$ cat config.mk
export PLATFORM = sky130hd
export DESIGN_NAME = alu_seq
export DESIGN_NICKNAME = d
export VERILOG_FILES = /design/src/rtl/alu_seq.sv
export SDC_FILE = /design/constraint.sdc
export NUM_CORES = 1
export LEC_CHECK = 0
export CORE_MARGIN = 10
export CORE_UTILIZATION = 45
export CTS_BUF_LIST = sky130_fd_sc_hd__clkbuf_8 sky130_fd_sc_hd__clkbuf_16
export DETAILED_ROUTE_END_ITERATION = 12
export GPL_ROUTABILITY_DRIVEN = 0
export PLACE_DENSITY = 0.66
export SYNTH_ARGS = -nofsm -noshare
export SYNTH_HDL_FRONTEND = slang
export SYNTH_SLANG_ARGS = --single-unit
$ cat constraint.sdc
create_clock -name phi1 -period 3.9 [get_ports phi1]
set_input_delay 0.975 -clock phi1 [delete_from_list [all_inputs] [get_ports phi1]]
set_output_delay 0.975 -clock phi1 [all_outputs]
set_load 0.01 [all_outputs]
$ cat src/rtl/alu_seq.sv
// ============================================================================
// alu_seq : multi-cycle 6502-style ALU with start/valid handshake and
//           digit-serial BCD adjust for decimal-mode ADC/SBC.
// Rev 1.0 : initial release
// ============================================================================
`timescale 1ns/1ps
`default_nettype none

module alu_seq #(
  parameter int WIDTH  = 8,
  parameter int FUNC_W = 4
) (
  input  logic              phi1,
  input  logic              reset,
  input  logic              start,
  input  logic [FUNC_W-1:0] func,
  input  logic [WIDTH-1:0]  a,
  input  logic [WIDTH-1:0]  b,
  input  logic              carry_in,
  input  logic              dec_mode,
  output logic              busy,
  output logic              valid,
  output logic [WIDTH-1:0]  dout,
  output logic              carry_out,
  output logic              zero_out,
  output logic              overflow_out,
  output logic              neg_out
);

  localparam int c_ndig  = WIDTH / 4;
  localparam int c_cnt_w = (c_ndig > 1) ? $clog2(c_ndig) : 1;

  localparam logic [FUNC_W-1:0] c_adc = FUNC_W'(0);
  localparam logic [FUNC_W-1:0] c_sbc = FUNC_W'(1);
  localparam logic [FUNC_W-1:0] c_and = FUNC_W'(2);
  localparam logic [FUNC_W-1:0] c_or  = FUNC_W'(3);
  localparam logic [FUNC_W-1:0] c_xor = FUNC_W'(4);
  localparam logic [FUNC_W-1:0] c_asl = FUNC_W'(5);
  localparam logic [FUNC_W-1:0] c_lsr = FUNC_W'(6);
  localparam logic [FUNC_W-1:0] c_rol = FUNC_W'(7);
  localparam logic [FUNC_W-1:0] c_ror = FUNC_W'(8);
  localparam logic [FUNC_W-1:0] c_inc = FUNC_W'(9);
  localparam logic [FUNC_W-1:0] c_dec = FUNC_W'(10);

  typedef enum logic [1:0] {
    S_IDLE   = 2'd0,
    S_EXEC   = 2'd1,
    S_ADJUST = 2'd2,
    S_DONE   = 2'd3
  } state_t;

  state_t r_state;
  state_t w_next;

  logic [WIDTH-1:0]   r_op_a;
  logic [WIDTH-1:0]   r_op_b;
  logic [FUNC_W-1:0]  r_op_func;
  logic               r_op_cin;
  logic               r_op_dec;
  logic [WIDTH-1:0]   r_acc;
  logic               r_dc;
  logic               r_v_hold;
  logic [c_cnt_w-1:0] r_cnt;
  logic [WIDTH-1:0]   r_dout;
  logic               r_c;
  logic               r_z;
  logic               r_v;
  logic               r_n;

  logic               w_is_sbc;
  logic               w_is_arith;
  logic               w_go_adjust;
  logic [WIDTH-1:0]   w_bop;
  logic [WIDTH:0]     w_sum;
  logic [WIDTH-1:0]   w_vvec;
  logic [WIDTH-1:0]   w_res;
  logic               w_c;
  logic               w_v;

  logic [3:0]         w_ad;
  logic [3:0]         w_bd;
  logic [4:0]         w_sadd;
  logic [4:0]         w_sadd_adj;
  logic [5:0]         w_ssub;
  logic [5:0]         w_ssub_adj;
  logic [3:0]         w_digit;
  logic               w_dc;
  logic [WIDTH-1:0]   w_acc_next;
  logic               w_last;

  assign w_is_sbc    = (r_op_func == c_sbc);
  assign w_is_arith  = (r_op_func == c_adc) || w_is_sbc;
  assign w_go_adjust = r_op_dec && w_is_arith;

  // Binary datapath; V always comes from the binary sum, even in decimal mode
  assign w_bop  = w_is_sbc ? ~r_op_b : r_op_b;
  assign w_sum  = {1'b0, r_op_a} + {1'b0, w_bop} + (WIDTH+1)'(r_op_cin);
  assign w_vvec = (r_op_a ^ w_sum[WIDTH-1:0]) & (w_bop ^ w_sum[WIDTH-1:0]);

  always_comb begin
    w_res = r_op_a;
    w_c   = r_op_cin;
    w_v   = 1'b0;
    case (r_op_func)
      c_adc, c_sbc: begin
        w_res = w_sum[WIDTH-1:0];
        w_c   = w_sum[WIDTH];
        w_v   = w_vvec[WIDTH-1];
      end
      c_and: w_res = r_op_a & r_op_b;
      c_or:  w_res = r_op_a | r_op_b;
      c_xor: w_res = r_op_a ^ r_op_b;
      c_asl: begin
        w_res = {r_op_a[WIDTH-2:0], 1'b0};
        w_c   = r_op_a[WIDTH-1];
      end
      c_lsr: begin
        w_res = {1'b0, r_op_a[WIDTH-1:1]};
        w_c   = r_op_a[0];
      end
      c_rol: begin
        w_res = {r_op_a[WIDTH-2:0], r_op_cin};
        w_c   = r_op_a[WIDTH-1];
      end
      c_ror: begin
        w_res = {r_op_cin, r_op_a[WIDTH-1:1]};
        w_c   = r_op_a[0];
      end
      c_inc: w_res = r_op_a + WIDTH'(1);
      c_dec: w_res = r_op_a - WIDTH'(1);
      default: ;
    endcase
  end

  // Decimal adjust: operands shift right one digit per cycle, result digits
  // enter the accumulator at the top so the final digit lands in place.
  assign w_ad       = r_op_a[3:0];
  assign w_bd       = r_op_b[3:0];
  assign w_sadd     = {1'b0, w_ad} + {1'b0, w_bd} + {4'b0, r_dc};
  assign w_sadd_adj = w_sadd + 5'd6;
  assign w_ssub     = {2'b0, w_ad} - {2'b0, w_bd} - {5'b0, ~r_dc};
  assign w_ssub_adj = w_ssub - 6'd6;

  always_comb begin
    w_digit = w_sadd[3:0];
    w_dc    = 1'b0;
    if (w_is_sbc) begin
      if (w_ssub[5]) begin
        w_digit = w_ssub_adj[3:0];
        w_dc    = 1'b0;
      end else begin
        w_digit = w_ssub[3:0];
        w_dc    = 1'b1;
      end
    end else if (w_sadd > 5'd9) begin
      w_digit = w_sadd_adj[3:0];
      w_dc    = 1'b1;
    end
  end

  assign w_acc_next = (WIDTH'(w_digit) << (WIDTH - 4)) | (r_acc >> 4);
  assign w_last     = (r_cnt == c_cnt_w'(c_ndig - 1));

  always_ff @(posedge phi1) begin
    if (reset) r_state <= S_IDLE;
    else       r_state <= w_next;
  end

  always_comb begin
    w_next = r_state;
    case (r_state)
      S_IDLE:   if (start) w_next = S_EXEC;
      S_EXEC:   w_next = w_go_adjust ? S_ADJUST : S_DONE;
      S_ADJUST: if (w_last) w_next = S_DONE;
      S_DONE:   w_next = S_IDLE;
      default:  w_next = S_IDLE;
    endcase
  end

  always_ff @(posedge phi1) begin
    if (reset) begin
      r_op_a    <= '0;
      r_op_b    <= '0;
      r_op_func <= '0;
      r_op_cin  <= 1'b0;
      r_op_dec  <= 1'b0;
      r_acc     <= '0;
      r_dc      <= 1'b0;
      r_v_hold  <= 1'b0;
      r_cnt     <= '0;
      r_dout    <= '0;
      r_c       <= 1'b0;
      r_z       <= 1'b0;
      r_v       <= 1'b0;
      r_n       <= 1'b0;
    end else begin
      case (r_state)
        S_IDLE: begin
          if (start) begin
            r_op_a    <= a;
            r_op_b    <= b;
            r_op_func <= func;
            r_op_cin  <= carry_in;
            r_op_dec  <= dec_mode;
          end
        end
        S_EXEC: begin
          if (w_go_adjust) begin
            r_dc     <= r_op_cin;
            r_v_hold <= w_v;
            r_cnt    <= '0;
            r_acc    <= '0;
          end else begin
            r_dout <= w_res;
            r_c    <= w_c;
            r_v    <= w_v;
            r_z    <= (w_res == '0);
            r_n    <= w_res[WIDTH-1];
          end
        end
        S_ADJUST: begin
          r_op_a <= r_op_a >> 4;
          r_op_b <= r_op_b >> 4;
          r_acc  <= w_acc_next;
          r_dc   <= w_dc;
          r_cnt  <= r_cnt + c_cnt_w'(1);
          if (w_last) begin
            r_dout <= w_acc_next;
            r_c    <= w_dc;
            r_v    <= r_v_hold;
            r_z    <= (w_acc_next == '0);
            r_n    <= w_acc_next[WIDTH-1];
          end
        end
        default: ;
      endcase
    end
  end

  assign busy         = (r_state != S_IDLE);
  assign valid        = (r_state == S_DONE);
  assign dout         = r_dout;
  assign carry_out    = r_c;
  assign zero_out     = r_z;
  assign overflow_out = r_v;
  assign neg_out      = r_n;

endmodule

`default_nettype wire

==> results of run 1 <==
==> layout by cell type, fill, tap and decap left out, types with 4 or more instances in the layout <==
master	Yosys	routed
nand2_1	31	31
inv_1	39	40
nor2_1	45	45
o211ai_1	7	7
a32oi_1	5	5
a221oi_1	6	6
o21a_1	6	6
nand3_1	20	20
nor3_1	14	14
nor2b_1	7	7
a22oi_1	15	15
and2_1	6	6
mux2i_1	17	17
o2111ai_1	4	4
nand4_1	4	4
fa_1	5	5
nor3b_1	6	6
xor2_1	5	5
o21bai_1	4	4
or2_2	4	4
a21o_1	8	8
clkbuf_8	0	6
nand2b_1	6	6
a211oi_1	19	19
buf_4	6	14
a21oi_1	28	28
clkdlybuf4s50_1	0	38
or3_1	5	5
and3_1	4	4
xnor2_1	12	12
o22ai_1	5	5
o21ai_0	26	26
dfxtp_1	42	42
ha_1	36	36
a31oi_1	10	10
==> routing by layer <==
metal / routed length (microns) / up-vias / share of wire [%] / track usage [%]
met5: 0 / - / 0 / 0
met4: 226 / 0 / 1.8 / 5.35
met3: 893 / 18 / 6.9 / 2.60
met2: 6140 / 162 / 48 / 32.8
met1: 5620 / 1989 / 44 / 24.2
li1: - / 2038 / - / -
==> power breakdown <==
group	switching [W]	total, W	leakage (nW)	internal [W]
Sequential	0.000186	0.000748	0.344	0.000562
Combinational	0.00174	0.00298	1.52	0.00124
Clock	0.000157	0.000300	0.0530	0.000144
Total	0.00208	0.00403	1.92	0.00194
==> kinds of logic (layout without fill, tap and decap cells) <==
group,Yosys count,count (layout),share of synthesized area (%)
adder cells (fa/ha/maj),41,41,12.9
buffers and inverters,79,100,8.82
AO/OA/AOI/OAI,174,174,28.6
XOR/XNOR,18,18,4.03
flip-flops,42,42,19.8
multiplexers,18,18,4.26
AND/OR/NAND/NOR,173,173,21.6
==> worst max-delay path, delay by kind of cell, from the launching register on <==
family                     cells  cell delay, ps
AOI/OAI and AO/OA              4             720
xor gates and xnor gates       1             330
adders and majority gates      3            1230
buffers and inverters          2             170
DFF                            1             520
and+or+nand+nor                2             570
==> sequential cells by signal (all words and copies together) (netlist names), 2 cells and up <==
register and flops:
r_op_b 8, dout 8, r_op_a 8, r_acc 4, r_state 2, r_op_func 4
==> through the flow <==
| step | area, sq um | power, W | util (%) | instances |
|---|---|---|---|---|
| after floorplan | 4260 | 0.00289 | - | 545 |
| after global placement | 4680 | 0.00363 | 50.7 | 687 |
| after detailed placement | 4680 | 0.00369 | 50.7 | 687 |
| after CTS | 4780 | 0.00400 | 51.7 | 695 |
| after global routing | 4780 | 0.00440 | 51.7 | 695 |
| final | 4780 | 0.00403 | 51.7 | 695 |
==> synthesized netlist by cell type, drive strengths merged, types with 3 or more instances <==
cell | n | share of area, %
fa | 5 | 2.4
nand3 | 20 | 2.4
o21bai | 4 | 0.71
o32ai | 3 | 0.62
nor2 | 45 | 4.0
xnor2 | 12 | 2.5
xor2 | 5 | 1.0
nand4 | 4 | 0.59
o2111ai | 4 | 0.82
o211ai | 7 | 1.2
buf | 21 | 3.7
nand3b | 3 | 0.53
and2 | 7 | 1.0
nand2 | 31 | 2.7
o21a | 6 | 1.1
or3 | 5 | 0.73
dfxtp | 42 | 20
a21o | 8 | 1.4
clkbuf | 18 | 1.6
a221oi | 7 | 1.6
nor2b | 7 | 1.0
nor3 | 15 | 2.0
nor4b | 3 | 0.62
a211oi | 19 | 3.4
nor3b | 7 | 1.4
nor4 | 3 | 0.44
o22ai | 5 | 0.73
a22oi | 15 | 2.6
a21oi | 30 | 3.7
and3 | 4 | 0.59
mux2i | 17 | 4.0
a211o | 3 | 0.62
a32oi | 5 | 1.0
inv | 39 | 3.4
nand2b | 6 | 0.88
or2 | 4 | 0.59
o21ai | 31 | 3.8
a31oi | 10 | 1.5
ha | 36 | 11
==> layout make-up <==
class / instances / area, sq um / area share, %
Inverter: 40 / 150 / 3.14
Clock inverter: 2 / 12.5 / 0.262
Timing Repair Buffer: 52 / 485 / 10.2
Sequential cell: 42 / 841 / 17.6
Multi-Input combinational cell: 424 / 3050 / 63.7
Clock buffer: 6 / 82.6 / 1.73
Tap cell: 129 / 161 / 3.38
==> path summary, 6_finish.rpt <==
| check | end | slack [ps] | cells after the start |
|---|---|---|---|
| worst min-delay path | dout[4] | 470 | 2 |
| worst max-delay path | zero_out | 230 | 12 |
| worst min register to register | dout[4] | 470 | 2 |
| worst max register to register | zero_out | 230 | 12 |
==> impl_metrics.py, run 1 <==
metrics = {
    "detailed_routing": {
        "vias_per_cell": 6.05,
        "wl_per_cell_microns": 18.5,
        "via_count": 4207,
        "ant_nets": 0,
        "firstDrtPassIters": 6,
        "drt_iter0_drc": 414,
        "wl_mm": 12.9,
        "drc": 0,
    },
    "min_path": {
        "min_from": "dout[4]",
        "hold_path_class": "reg2reg",
    },
    "cells_and_area": {
        "filler_cell_count": 899,
        "area_growth_pct": 12.3,
        "antenna-diode-count": 0,
        "nets": 631,
        "drive_gt1_share_pct": 6.71,
    },
    "clocking": {
        "clock-sinks": 42,
        "clk_path_buf_depth": 2,
        "root_buffer": "clkbuf_8",
        "cts_hold_buf": 0,
        "htree_levels": 2,
        "cts_setup_buffers": 0,
        "cts_buffers": 5,
        "cts_resized": 0,
        "cts_tree": "built",
        "path_clk_slew_ps": 90,
        "clk_latency_ps": 300,
    },
    "worst_setup_path": {
        "crit_path_max_fanout": 14,
        "critPathLaunchType": "register",
        "crit_chain": "fa_1 -> fa_1 -> xor2_1 -> inv_1 -> ha_1 -> inv_1 -> o22a_1 -> nor3_1 -> or4_1 -> o211a_1 -> a31oi_1 -> o41ai_2",
        "cp.required_ps": 4090,
        "cpPeakStageDelay_ps": 580,
        "end_kind": "register",
        "worst_r2r_startpoint": "r_op_a[0]",
        "crit_type": "reg2reg",
        "crit_slowest_cell": "fa_1",
        "cp.arrival_ps": 3850,
        "startpoint": "r_op_a[0]",
    },
    "pwr": {
        "cellLeakagePower_nw": 1.92,
        "powerDensity_mw_per_mm2": 842,
        "ir_worst_vdd_mv": 0.428,
    },
    "grt": {
        "grt_max_degree": 31,
        "grt_pass1_wl_mm": 21.0,
        "grt_util_all_layers_pct": 19.1,
        "grt-ovfl-total": 0,
        "first_global_vias": 4071,
        "antenna_found_initial": 0,
    },
    "sta": {
        "final-max-slew-violation-count": 0,
        "finalSetupViolations": 0,
        "clock_skew_ps": 15.9,
        "tightest_slew_ps": 1100,
        "tns_ps": 0,
        "timing.hold.ws_ps": 472,
        "slew_headroom_pct": 26.4,
        "fin_ws_ps": 234,
        "fmax_mhz": 273,
        "fin_crit_ps": 3670,
        "hold_viol": 0,
        "rsz0062_at_grt": "no",
        "fin_crit_sh_pct": 94.0,
    },
    "floorplan": {
        "dieWidth_microns": 117,
        "pin_count": 39,
        "row_count": 35,
        "initial_utilization_pct": 46.1,
        "dieArea_sq_mm": 0.0137,
        "die_h_microns": 117,
        "core_region_area_sq_mm": 0.00924,
    },
    "synthesis": {
        "synth_area_sq_mm": 0.00426,
        "yosysSeqAreaShare_pct": 19.8,
        "synth.net_count": 611,
        "synth_warnings": 0,
        "synth.distinct_cells": 73,
        "synth_edf_count": 0,
        "synth-main-ff-cell": "dfxtp_1",
        "avgSynthCellArea_sq_um": 7.81,
        "postSynthCellCount": 545,
        "synth_seq_cells": 42,
        "async_flop_share_pct": 0,
    },
    "status": {
        "status": "finished clean",
    },
    "run": {
        "max_cap_violations": 0,
    },
    "placed_design": {
        "dp_hpwl_mm": 9.87,
        "dpl_worst_slack_ps": 319,
        "port_buffers": 38,
    },
}
Power figures use the tool's default switching activity.
==> run 2: changes to the inputs <==
--- a/config.mk
+++ b/config.mk
@@ -10,7 +10,7 @@
 export CTS_BUF_LIST = sky130_fd_sc_hd__clkbuf_8 sky130_fd_sc_hd__clkbuf_16
 export DETAILED_ROUTE_END_ITERATION = 12
 export GPL_ROUTABILITY_DRIVEN = 0
-export PLACE_DENSITY = 0.66
+export PLACE_DENSITY = 0.68
 export SYNTH_ARGS = -nofsm -noshare
 export SYNTH_HDL_FRONTEND = slang
 export SYNTH_SLANG_ARGS = --single-unit
==> constraint.sdc (replaced) <==
create_clock -name phi1 -period 3.09 [get_ports phi1]
set_input_delay 0.7725 -clock phi1 [delete_from_list [all_inputs] [get_ports phi1]]
set_output_delay 0.7725 -clock phi1 [all_outputs]
set_load 0.01 [all_outputs]
==> impl_metrics.py, run 2 (same netlist as run 1, synthesis figures left out) <==
metrics = {
    "detailed_routing": {
        "vias_per_cell": 6.03,
        "wl_mm": 13.5,
        "drc": 0,
        "wl_per_cell_microns": 18.6,
        "via_count": 4373,
        "firstDrtPassIters": 5,
        "ant_nets": 0,
        "drt_iter0_drc": 514,
    },
    "status": {
        "status": "finished, violations left",
        "violations": "setup timing",
    },
    "worst_setup_path": {
        "worstRegToRegCells": 12,
        "crit_slowest_cell": "fa_2",
        "critPathLaunchType": "register",
        "crit_end": "zero_out",
        "cp.required_ps": 3300,
        "critical_path.most_common_cell": "fa_2",
        "cp.arrival_ps": 3300,
        "crit_chain": "nor3_4 -> and2_4 -> xnor2_2 -> fa_2 -> inv_2 -> fa_2 -> a32oi_1 -> o211ai_1 -> a211oi_2 -> o2111ai_1 -> or3_4 -> o41ai_2",
        "crit_type": "reg2reg",
        "timing.reg2reg.setup_slack_ps": -4,
        "end_kind": "register",
        "cpPeakStageDelay_ps": 440,
        "worst_r2r_startpoint": "r_op_func[3]",
        "startpoint": "r_op_func[3]",
        "r2r-end": "zero_out",
        "crit_path_max_fanout": 3,
    },
    "pwr": {
        "netSwitchingFraction_pct": 49.8,
        "powerDensity_mw_per_mm2": 1130,
        "pwr-share-clk_pct": 6.3,
        "seqPwrFrac_pct": 14.8,
        "internal_power_w": 0.00295,
        "power_switching_w": 0.00293,
        "power_frac_comb_pct": 78.9,
        "cellLeakagePower_nw": 2.08,
        "p_total_w": 0.00588,
        "ir_worst_vdd_mv": 0.601,
    },
    "sta": {
        "tightest_slew_ps": 787,
        "fin_crit_ps": 3090,
        "finalSetupViolations": 1,
        "fin_crit_sh_pct": 100,
        "clock_skew_ps": 18.8,
        "rsz0062_at_grt": "yes",
        "slew_headroom_pct": 46.8,
        "hold_viol": 0,
        "fmax_mhz": 323,
        "fin_ws_ps": -4.36,
        "final-max-slew-violation-count": 0,
        "tns_ps": -4.36,
    },
    "placed_design": {
        "placed_area_sq_mm": 0.00491,
        "dp_hpwl_mm": 10.2,
        "port_buffers": 38,
        "dp_cells": 714,
    },
    "clocking": {
        "clk_path_buf_depth": 2,
        "cts_tree": "built",
        "path_clk_slew_ps": 90,
        "cts_buffers": 5,
        "cts_hold_buf": 0,
        "root_buffer": "clkbuf_8",
        "clock-sinks": 42,
        "clk_latency_ps": 290,
        "htree_levels": 2,
    },
    "floorplan": {
        "dieArea_sq_mm": 0.0137,
        "dieWidth_microns": 117,
        "core_region_area_sq_mm": 0.00924,
        "initial_utilization_pct": 46.1,
        "pin_count": 39,
        "die_h_microns": 117,
        "row_count": 35,
    },
    "grt": {
        "grt-ovfl-total": 0,
        "grt_max_degree": 31,
        "first_global_vias": 4238,
        "grt_util_all_layers_pct": 19.5,
        "antenna_found_initial": 0,
        "grt_pass1_wl_mm": 21.5,
    },
    "cells_and_area": {
        "design_area_sq_mm": 0.00518,
        "nets": 661,
        "final_common_cell": "nor2_1",
        "area_growth_pct": 21.8,
        "final_cells": 725,
        "final_cell_mix": "nor2_1, buf_4, dfxtp_1",
        "drive_gt1_share_pct": 17.8,
        "antenna-diode-count": 0,
        "final_core_util_pct": 56.1,
    },
    "run": {
        "max_cap_violations": 0,
    },
    "min_path": {
        "hold_path_class": "reg2reg",
        "min_path_cells": 2,
    },
}
-- run 2: cell types whose count changed in the layout (fill, tap and decap cells not counted), moves of 4 or more --
cell | before | now
a211oi_1 | 19 | 15
fa_1 | 5 | 1
a211oi_2 | 0 | 4
buf_4 | 14 | 42
fa_2 | 0 | 4
-- run 2: repair_timing --
item | 4_1_cts | 5_1_grt
setup buffers | 2 | 2
pin swaps | 8 | 7
resized for setup | 8 | 30
setup endpoints to repair | 7 | 12
-- run 2: per-stage QoR --
step | hold WS [ps] | setup WS [ps]
finish | 470 | -4.36
global placement | 458 | -88.1
detailed placement | 460 | -119
global route | 497 | -117
CTS | 475 | 9.80
floorplan | 450 | -204
-- run 2: critical path, delay by kind of cell (launching register included) --
| kind | cells | cell delay [ps] |
|---|---|---|
| XOR/XNOR | 1 | 70 |
| AND/OR/NAND/NOR | 3 | 750 |
| flip-flops | 1 | 340 |
| adder cells (fa/ha/maj) | 2 | 820 |
| buffers and inverters | 1 | 70 |
| AO/OA/AOI/OAI | 5 | 960 |
-- run 2: how the worst min path moves through the flow --
stage | startpoint | slack, ps | to
final | r_v_hold | 470 | overflow_out
after global routing | r_v_hold | 500 | overflow_out
after CTS | dout[4] | 470 | dout[4]
after detailed placement | dout[4] | 460 | dout[4]
after global placement | dout[4] | 460 | dout[4]
after floorplan | r_v_hold | 450 | overflow_out
-- run 2: layout make-up --
cell class | count | area, sq um
fill | 878 | 4060
multi-input combinational | 424 | 3220
sequential | 42 | 845
timing repair buffer | 82 | 718
tap | 129 | 161
inverter | 40 | 150
clock buffer | 6 | 82.6
clock inverter | 2 | 12.5
-- run 2: metal layers --
metal | vias up | track usage (%) | routed length (microns)
met3 | 25 | 2.85 | 928
met2 | 186 | 31.8 | 6360
met1 | 2068 | 25.7 | 5830
met4 | 0 | 6.10 | 359
li1 | 2094 | - | -
met5 | - | 0 | 0
-- run 2: power groups by stage --
| stage | registers (W) | logic (W) | clock network (W) |
|---|---|---|---|
| 2_1_floorplan | 0.000875 | 0.00281 | 0 |
| 3_5_place_dp | 0.000877 | 0.00416 | 0 |
| 5_1_grt | 0.000894 | 0.00506 | 0.000399 |
| 6_report | 0.000871 | 0.00464 | 0.000372 |
| 4_1_cts | 0.000864 | 0.00427 | 0.000378 |
| 3_3_place_gp | 0.000868 | 0.00403 | 0 |
